`src/rtl/req_rsp_responder.sv`:
```
// Register-file responder: one outstanding request, fixed RSP_LAT request-to-response latency.
// Optional macro REQ_RSP_RESPONDER_CNT_EN adds the 16-bit txn_cnt response counter port.
module req_rsp_responder #(
   parameter int                ADDR_W   = 4,
   parameter int                DATA_W   = 32,
   parameter int                NUM_REGS = 12,
   parameter int                RSP_LAT  = 2,
   parameter logic [DATA_W-1:0] ID_VAL   = 32'hA5A5_0001
) (
   input  logic              clk,
   input  logic              rst_n,
   input  logic              req_valid,
   output logic              req_ready,
   input  logic              req_write,
   input  logic [ADDR_W-1:0] req_addr,
   input  logic [DATA_W-1:0] req_wdata,
   output logic              rsp_valid,
   input  logic              rsp_ready,
   output logic [DATA_W-1:0] rsp_rdata,
   output logic              rsp_err
`ifdef REQ_RSP_RESPONDER_CNT_EN
   ,
   output logic [15:0]       txn_cnt
`endif
);

   // Handshake: a transfer happens on a rising edge where valid and ready are both 1;
   // valid, once raised, stays high with stable payload until that transfer.

   typedef enum logic [1:0] {
      IDLE = 2'd0,
      WAIT = 2'd1,
      RESP = 2'd2
   } state_t;

   localparam logic [3:0]      LAT_M1     = 4'(RSP_LAT - 1);
   localparam logic [ADDR_W:0] NUM_REGS_W = (ADDR_W + 1)'(NUM_REGS);

   state_t            state_q;
   state_t            state_d;
   logic [3:0]        cnt_q;
   logic [3:0]        cnt_d;
   logic              live_q;
   logic [DATA_W-1:0] rdata_q;
   logic              err_q;
   logic [DATA_W-1:0] regs [1:NUM_REGS-1];

   logic              req_xfer;
   logic              rsp_xfer;
   logic              addr_ok;
   logic              req_err;
   logic [DATA_W-1:0] rd_val;

   assign req_ready = (state_q == IDLE) && live_q;
   assign rsp_valid = (state_q == RESP);
   assign rsp_rdata = rdata_q;
   assign rsp_err   = err_q;

   assign req_xfer = req_valid && req_ready;
   assign rsp_xfer = rsp_valid && rsp_ready;

   // Address 0 is the read-only ID register, so writing it is illegal.
   assign addr_ok = ({1'b0, req_addr} < NUM_REGS_W);
   assign req_err = !addr_ok || (req_write && (req_addr == '0));

   always_comb begin
      rd_val = '0;
      if (req_addr == '0) begin
         rd_val = ID_VAL;
      end
      for (int i = 1; i < NUM_REGS; i++) begin
         if (req_addr == ADDR_W'(i)) begin
            rd_val = regs[i];
         end
      end
   end

   always_comb begin
      state_d = state_q;
      cnt_d   = cnt_q;
      case (state_q)
         IDLE: begin
            if (req_xfer) begin
               cnt_d   = LAT_M1;
               state_d = (RSP_LAT > 1) ? WAIT : RESP;
            end
         end
         WAIT: begin
            // The edge that brings the counter to 0 is the edge that enters RESP.
            if (cnt_q <= 4'd1) begin
               cnt_d   = '0;
               state_d = RESP;
            end else begin
               cnt_d = cnt_q - 4'd1;
            end
         end
         RESP: begin
            if (rsp_ready) begin
               state_d = IDLE;
            end
         end
         default: begin
            state_d = IDLE;
            cnt_d   = '0;
         end
      endcase
   end

   always_ff @(posedge clk or negedge rst_n) begin
      if (!rst_n) begin
         state_q <= IDLE;
         cnt_q   <= '0;
         live_q  <= 1'b0;
      end else begin
         state_q <= state_d;
         cnt_q   <= cnt_d;
         live_q  <= 1'b1;
      end
   end

   // Response payload is fixed at request acceptance and held through RESP.
   always_ff @(posedge clk or negedge rst_n) begin
      if (!rst_n) begin
         rdata_q <= '0;
         err_q   <= 1'b0;
      end else if (req_xfer) begin
         err_q   <= req_err;
         rdata_q <= (req_err || req_write) ? '0 : rd_val;
      end
   end

   always_ff @(posedge clk or negedge rst_n) begin
      if (!rst_n) begin
         for (int i = 1; i < NUM_REGS; i++) begin
            regs[i] <= '0;
         end
      end else if (req_xfer && req_write && !req_err) begin
         for (int i = 1; i < NUM_REGS; i++) begin
            if (req_addr == ADDR_W'(i)) begin
               regs[i] <= req_wdata;
            end
         end
      end
   end

`ifdef REQ_RSP_RESPONDER_CNT_EN
   always_ff @(posedge clk or negedge rst_n) begin
      if (!rst_n) begin
         txn_cnt <= '0;
      end else if (rsp_xfer) begin
         txn_cnt <= txn_cnt + 16'd1;
      end
   end
`else
   logic unused_rsp_xfer;
   assign unused_rsp_xfer = rsp_xfer;
`endif

endmodule

```
`config.mk`:
```
export PLATFORM = sky130hd
export DESIGN_NAME = req_rsp_responder
export DESIGN_NICKNAME = d
export VERILOG_FILES = /design/src/rtl/req_rsp_responder.sv
export SDC_FILE = /design/constraint.sdc
export NUM_CORES = 1
export LEC_CHECK = 0
export ABC_AREA = 1
export BUFFER_PORTS_ARGS = -buffer_cell sky130_fd_sc_hd__buf_2
export CORE_MARGIN = 4
export CORE_UTILIZATION = 60
export CTS_BUF_LIST = sky130_fd_sc_hd__clkbuf_16
export DETAILED_ROUTE_END_ITERATION = 6
export GPL_TIMING_DRIVEN = 0
export MAX_ROUTING_LAYER = met4
export PLACE_DENSITY = 0.78
export SETUP_SLACK_MARGIN = 0.4
export SLEW_MARGIN = 10
export SYNTH_ARGS = -nofsm -noshare
export SYNTH_HDL_FRONTEND = slang
export SYNTH_SLANG_ARGS = --single-unit
```
`constraint.sdc`:
```
create_clock -name clk -period 3.5 [get_ports clk]
set_input_delay 0.7 -clock clk [delete_from_list [all_inputs] [get_ports clk]]
set_output_delay 0.7 -clock clk [all_outputs]
set_load 0.02 [all_outputs]
```
==> results of run 1 <==
[power by group]
group	switching [mW]	internal [mW]	total, mW
Combinational	0.925	0.535	1.46
Sequential	0.370	5.20	5.57
Clock	1.76	2.46	4.22
[worst paths after layout]
kind	start	to	slack, ns
max in group asynchronous	rst_n	regs[185]	2.11
worst min register to register	rsp_rdata[8]	rsp_rdata[8]	0.47
worst max register to register	state_q[0]	regs[310]	1.20
min in group clk	rsp_ready	state_q[1]	0.36
worst max-delay path	state_q[0]	regs[310]	1.20
worst min-delay path	rst_n	regs[295]	0.13
[per-layer routing]
layer | GRT usage (%) | vias to the layer above
met4 | 10.0 | 0
met1 | 36.6 | 6954
li1 | - | 6899
met5 | - | -
met3 | 3.47 | 129
met2 | 49.9 | 384
[layout make-up]
cell class / instances / area, µm² / share of cell area (%)
sequential: 392 / 9810 / 50.7
multi-input combinational: 1432 / 6230 / 32.2
inverter: 106 / 398 / 2.06
clock inverter: 32 / 191 / 0.990
tap: 378 / 473 / 2.45
buffer: 141 / 613 / 3.17
timing repair buffer: 79 / 495 / 2.56
clock buffer: 45 / 1130 / 5.82
[critical path, delay by kind of cell, from the launching register on]
kind                   cells  cell delay (ns)
buffers and inverters      2             0.61
AOI/OAI and AO/OA          1             0.20
DFF                        1             0.40
and+or+nand+nor            5             1.01
[registers in the layout, summed over array words and instances (netlist names)]
register,flops
regs,352
state_q,2
rsp_rdata,32
cnt_q,4
rsp_err,1
live_q,1
[stage by stage]
stage,util (%),cell area (µm²)
6_report,69.2,19300
5_1_grt,69.2,19300
4_1_cts,69.2,19300
3_5_place_dp,64.5,18000
3_3_place_gp,64.1,17900
2_1_floorplan,-,17100
[logic make-up (layout without fill, tap and decap cells)]
group | Yosys count | in the layout | synth area share [%]
AOI/OAI and AO/OA | 411 | 411 | 12.1
xor gates and xnor gates | 2 | 2 | 0.103
adders and majority gates | 2 | 2 | 0.147
buffers and inverters | 247 | 403 | 5.93
DFF | 392 | 392 | 57.5
other | 1 | 1 | 0.0220
and+or+nand+nor | 1016 | 1016 | 24.1
[cell usage after synthesis]
master and number:
o21ai_1 322, ha_1 2, inv_2 9, a32o_1 2
nand2_1 722, o21ai_0 34, nor2_4 1, o211ai_1 1
buf_2 64, or2_2 15, nor3_1 2, nand2_2 11
dfrtp_1 392, nor2_1 152, buf_1 11, inv_1 96
nor2_2 9, nor3b_1 1, nand4_1 46, or2_0 10
a21oi_1 51, clkbuf_1 65, buf_4 1, o22ai_1 1
xor2_1 2, nand3_1 46, conb_1 1, and3_1 1
clkinv_1 1
==> qor.yml, run 1 <==
dieWidth_um: 177
drive_above_1_share_pct: 10.9
diodes: 0
cts_made_buffers: 42
drc: 3
arrival_ns: 2.75
topRoutingLayerUsed: "met4"
required_ns: 3.95
clk_pin_slew_ns: 0.06
rows: 61
io_buffers: 75
cp_slowest_cell: "dfrtp_1"
n_fill_cell: 2331
avgRoutedWirePerCell_um: 16.6
yosysWarnings: 0
synthesis.area_um2: 17100
syn_to_final_growth_pct: 13.4
finalHoldViolCount: 0
violations: "DRC"
finalSetupTns_ns: 0
final_antenna_net_count: 0
yosys.area.top_type: "dfrtp_1"
critPathCaptureType: "flop"
grt.total_usage_pct: 29.2
clock_skew_ns: 0.0162
met3_length_um: 2080
die_y_um: 177
synth.avg_cell_area_um2: 8.23
slew_headroom_pct: 56.8
fin_crit_ns: 2.30
cts_tree: "done"
fin_crit_sh_pct: 65.8
start_kind: "flop"
p_leak_nw: 9.46
yosys-top-cells-area: "dfrtp_1 (58%), nand2_1 (16%), o21ai_1 (9.5%), nor2_1 (3.3%), inv_1 (2.1%)"
routed_via_density: 5.51
maxCapViolCount: 0
wl_met2_um: 22100
layout.cells.most_common_list: "nand2_1 (722), dfrtp_1 (392), o21ai_1 (322), nor2_1 (152), buf_2 (138)"
fin_nets: 2237
antenna_found_initial: 0
slew_viol_final: 0
ctsResizeCount: 0
die_area_um2: 31200
synth_cells: 2071
finalSetupViolCount: 0
outcome: "finished with violations"
synth.top_cell.area_share_pct: 57.5
final_common_cell: "nand2_1"
post_cts_buffers: 0
cts-root-buf: "clkbuf_16"
p_total_mw: 11.2
routed_wl_um: 43200
worstRegToRegCells: 8
drt_iter0_markers: 1187
place_ws_ns: 0.776
postCtsHoldBufs: 0
initial_core_util_pct: 61.0
seq_area_frac_synth_pct: 57.5
grt_pass1_vias: 14142
cts_max_level: 2
dp_cells: 2528
place.gp.congestion: 0.926
drtPass1Iterations: 7
timing.hold.ws_ns: 0.134
fmax_ghz: 0.434
power.density_nw_per_um2: 582
setup_ws_ns: 1.20
grt_max_degree: 86
synth_cell_types: 29
instances_no_fill: 2605
crit_chain: "nor2_1 > and3_1 > nand2_1 > nor2_2 > buf_4 > nand2_2 > buf_1 > o21ai_1"
wl_met1_um: 17500
hold_path_class: "in -> async"
worstMarginPinSlew_ns: 0.648
grt_pass1_wl_um: 71100
criticalPathCategory: "reg -> reg"
overflow: 0
ys_ff_latch: 392
coreArea_um2: 27900
rsz0062_at_grt: "no"
cts.sinks: 392
crit_fanout: 10
vdd_ir_drop_max_mv: 0.505
vias: 14366
worstSkewPairLatency_ns: 0.54
cts_buffer_depth: 3
syn_nets: 2114
detailed_place_hpwl_um: 31100
max_stage_delay_ns: 0.40
io_pins: 76
Power figures use the tool's default switching activity.
==> run 2: changes to the inputs <==
Settings changed: CORE_UTILIZATION 60 to 56, PLACE_DENSITY 0.78 to 0.76.
Clock period 3.5 ns to 1.9 ns, I/O delays scaled along.
==> run 2 against run 1 <==
The flow finishes with violations (hold timing, setup timing). Sequential share of layout area shrank 6.5 points. Sequential power grew 87%. Clock-buffer cell count shrank 2. Global-route usage shrank 0.63 points. First-iteration DRC count grew 56%. Register-to-register slack lost 1.3 ns. Die area grew 6.8%. Hold slack lost 0.28 ns. Setup slack lost 1.3 ns. Non-clock buffer count grew 73. Cell area grew 15%. Fmax grew 16%. Highest routed layer unchanged.
==> qor.yml, run 2 (synthesis gave the netlist of run 1 again) <==
dieWidth_um: 183  # +3.3%
power.density_nw_per_um2: 960  # +65%
layout.cells.most_common_list: "nand2_1 (575), dfrtp_1 (392), o21ai_1 (264), nor2_1 (141)"
slew_viol_final: 0  # unchanged
die_y_um: 183  # +3.3%
clock_skew_ns: 0.0132  # -0.00301 ns
criticalPathCategory: "reg -> reg"
diodes: 0  # unchanged
drtPass1Iterations: 5  # -2
grt_max_degree: 113  # +31%
drc: 0  # -3
use_met3_pct: 3.41  # -0.061 points
cts-root-buf: "clkbuf_16"
r2r_slack_ns: -0.08  # -1.28 ns
final_antenna_net_count: 0  # unchanged
final_common_cell: "nand2_1"
grt_pass1_vias: 14579  # +3.1%
io_buffers: 75  # unchanged
grt_use_met1_pct: 36.1  # -0.52 points
grt_pass1_wl_um: 74700  # +5.1%
routed_wl_um: 51400  # +19%
fin_crit_ns: 1.98  # -0.324 ns
vdd_ir_drop_max_mv: 0.792  # +57%
syn_to_final_growth_pct: 30.0
fin_nets: 2318  # +3.6%
die_area_um2: 33300  # +6.8%
rsz0062_at_grt: "yes"
cp_slowest_cell: "dfrtp_1"
p_total_mw: 21.3  # +89%
cts_made_buffers: 41  # -2.4%
cts_tree: "done"
cts_buffer_depth: 3  # unchanged
start_kind: "flop"
use_met2_pct: 48.2  # -1.7 points
crit_chain: "nor2_2 > and3_4 > nand2_4 > nor2_4 > buf_12 > buf_16 > nand2_8 > buf_6 > nand2_1 > o21ai_1"
arrival_ns: 2.36  # -0.39 ns
crit_fanout: 10  # unchanged
cp_num_buf_inv: 3  # +1
finalHoldViolCount: 94  # +94
cts_max_level: 2  # unchanged
outcome: "finished with violations"
p_leak_nw: 10.7  # +13%
critPathTopFamily: "simple AND/OR/NAND/NOR gates"
largest_register_ffs: 352  # unchanged
initial_core_util_pct: 57.1  # -4.0 points
vias: 15547  # +8.2%
critPathCaptureType: "flop"
fmax_ghz: 0.505  # +16%
clk_pin_slew_ns: 0.06  # about the same
timing.hold.ws_ns: -0.147  # -0.281 ns
finalSetupViolCount: 214  # +214
largest-register: "regs"
avgRoutedWirePerCell_um: 19.1  # +15%
coreArea_um2: 29900  # +6.9%
max_stage_delay_ns: 0.42  # +0.02 ns
slew_headroom_pct: 49.4  # -7.4 points
worstSkewPairLatency_ns: 0.53  # about the same
grt.total_usage_pct: 28.6  # -0.63 points
worstMarginPinSlew_ns: 0.760  # +0.112 ns
rows: 63  # +3.3%
detailed_place_hpwl_um: 31200  # +0.55%
maxCapViolCount: 0  # unchanged
fin_crit_sh_pct: 104  # +38 points
drt_iter0_markers: 1856  # +56%
grt_busiest_layer: "met2"
place.gp.congestion: 0.935  # +1.0%
cts.sinks: 392  # unchanged
fin_util_pct: 74.2  # +5.0 points
setup_ws_ns: -0.0799  # -1.28 ns
violations: "hold timing, setup timing"
drive_above_1_share_pct: 26.6  # +16 points
io_pins: 76  # unchanged
overflow: 0  # unchanged
hold_path_class: "in -> async"
routed_via_density: 5.77  # +4.6%
required_ns: 2.28  # -1.67 ns
antenna_found_initial: 0  # unchanged
[run 2: changes by cell type in the layout (fill, tap and decap cells not counted), sizes merged]
cell	change
buf	+66
nand2	+9
clkbuf	+5
clkinv	-2
clkinvlp	+2
inv	-2
bufinv	-1
[run 2: area by class of cell]
class,instances,area [µm²]
flip-flops and latches,392,9810
fillers,2024,7700
multi-input cells,1441,7530
repair buffers,152,1440
plain buffers,141,1270
clock buffers,43,1080
well taps,390,488
inverters,106,415
clock inverters,29,144
[run 2: final timing paths]
path	startpoint	end	cells past startpoint
setup reg to reg	state_q[0]	regs[140]	10
min in group clk	rsp_ready	state_q[1]	2
hold / removal	rst_n	regs[327]	1
setup / recovery	state_q[0]	regs[140]	10
max in group asynchronous	rst_n	regs[188]	3
hold reg to reg	rsp_rdata[27]	rsp_rdata[27]	2
[run 2: worst register-to-register path, delay by kind of cell, from the launching register on]
family          cells  cell delay [ns]
buf+inv             3             0.50
flops               1             0.42
simple gates        6             0.84
compound gates      1             0.07
[run 2: power breakdown]
part	switching [mW]	internal [mW]	total, mW
Combinational	2.01	1.39	3.41
Clock	3.25	4.19	7.45
Sequential	0.843	9.58	10.4
Total	6.11	15.2	21.3
[run 2: routing by layer]
| metal | part of all wire (%) | up-vias |
|---|---|---|
| li1 | - | 7086 |
| met1 | 38 | 7652 |
| met2 | 51 | 632 |
| met3 | 6.3 | 177 |
| met4 | 4.3 | 0 |
| met5 | 0 | - |
[run 2: timing repair]
| action | 4_1_cts | 5_1_grt |
|---|---|---|
| hold endpoints to repair | 94 | 94 |
| pin swaps | 4 | 26 |
| gates cloned | 23 | 16 |
| buffers inserted | 20 | 24 |
| setup endpoints to repair | 389 | 463 |
| resized for setup | 144 | 516 |
[run 2: metrics by stage]
stage / setup TNS, ns / instances / area [µm²] / hold slack, ns / worst slack [ns]
floorplan: 0 / 2071 / 17100 / 0.0844 / 0.337
global placement: -2821.12 / 2536 / 18000 / 0.460 / -7.05
detailed placement: -87.53 / 2539 / 18100 / 0.447 / -0.342
CTS: 0 / 2654 / 20200 / -0.111 / 0.0261
global route: -22.18 / 2694 / 22200 / -0.0850 / -0.144
finish: -5.24 / 2694 / 22200 / -0.147 / -0.0799
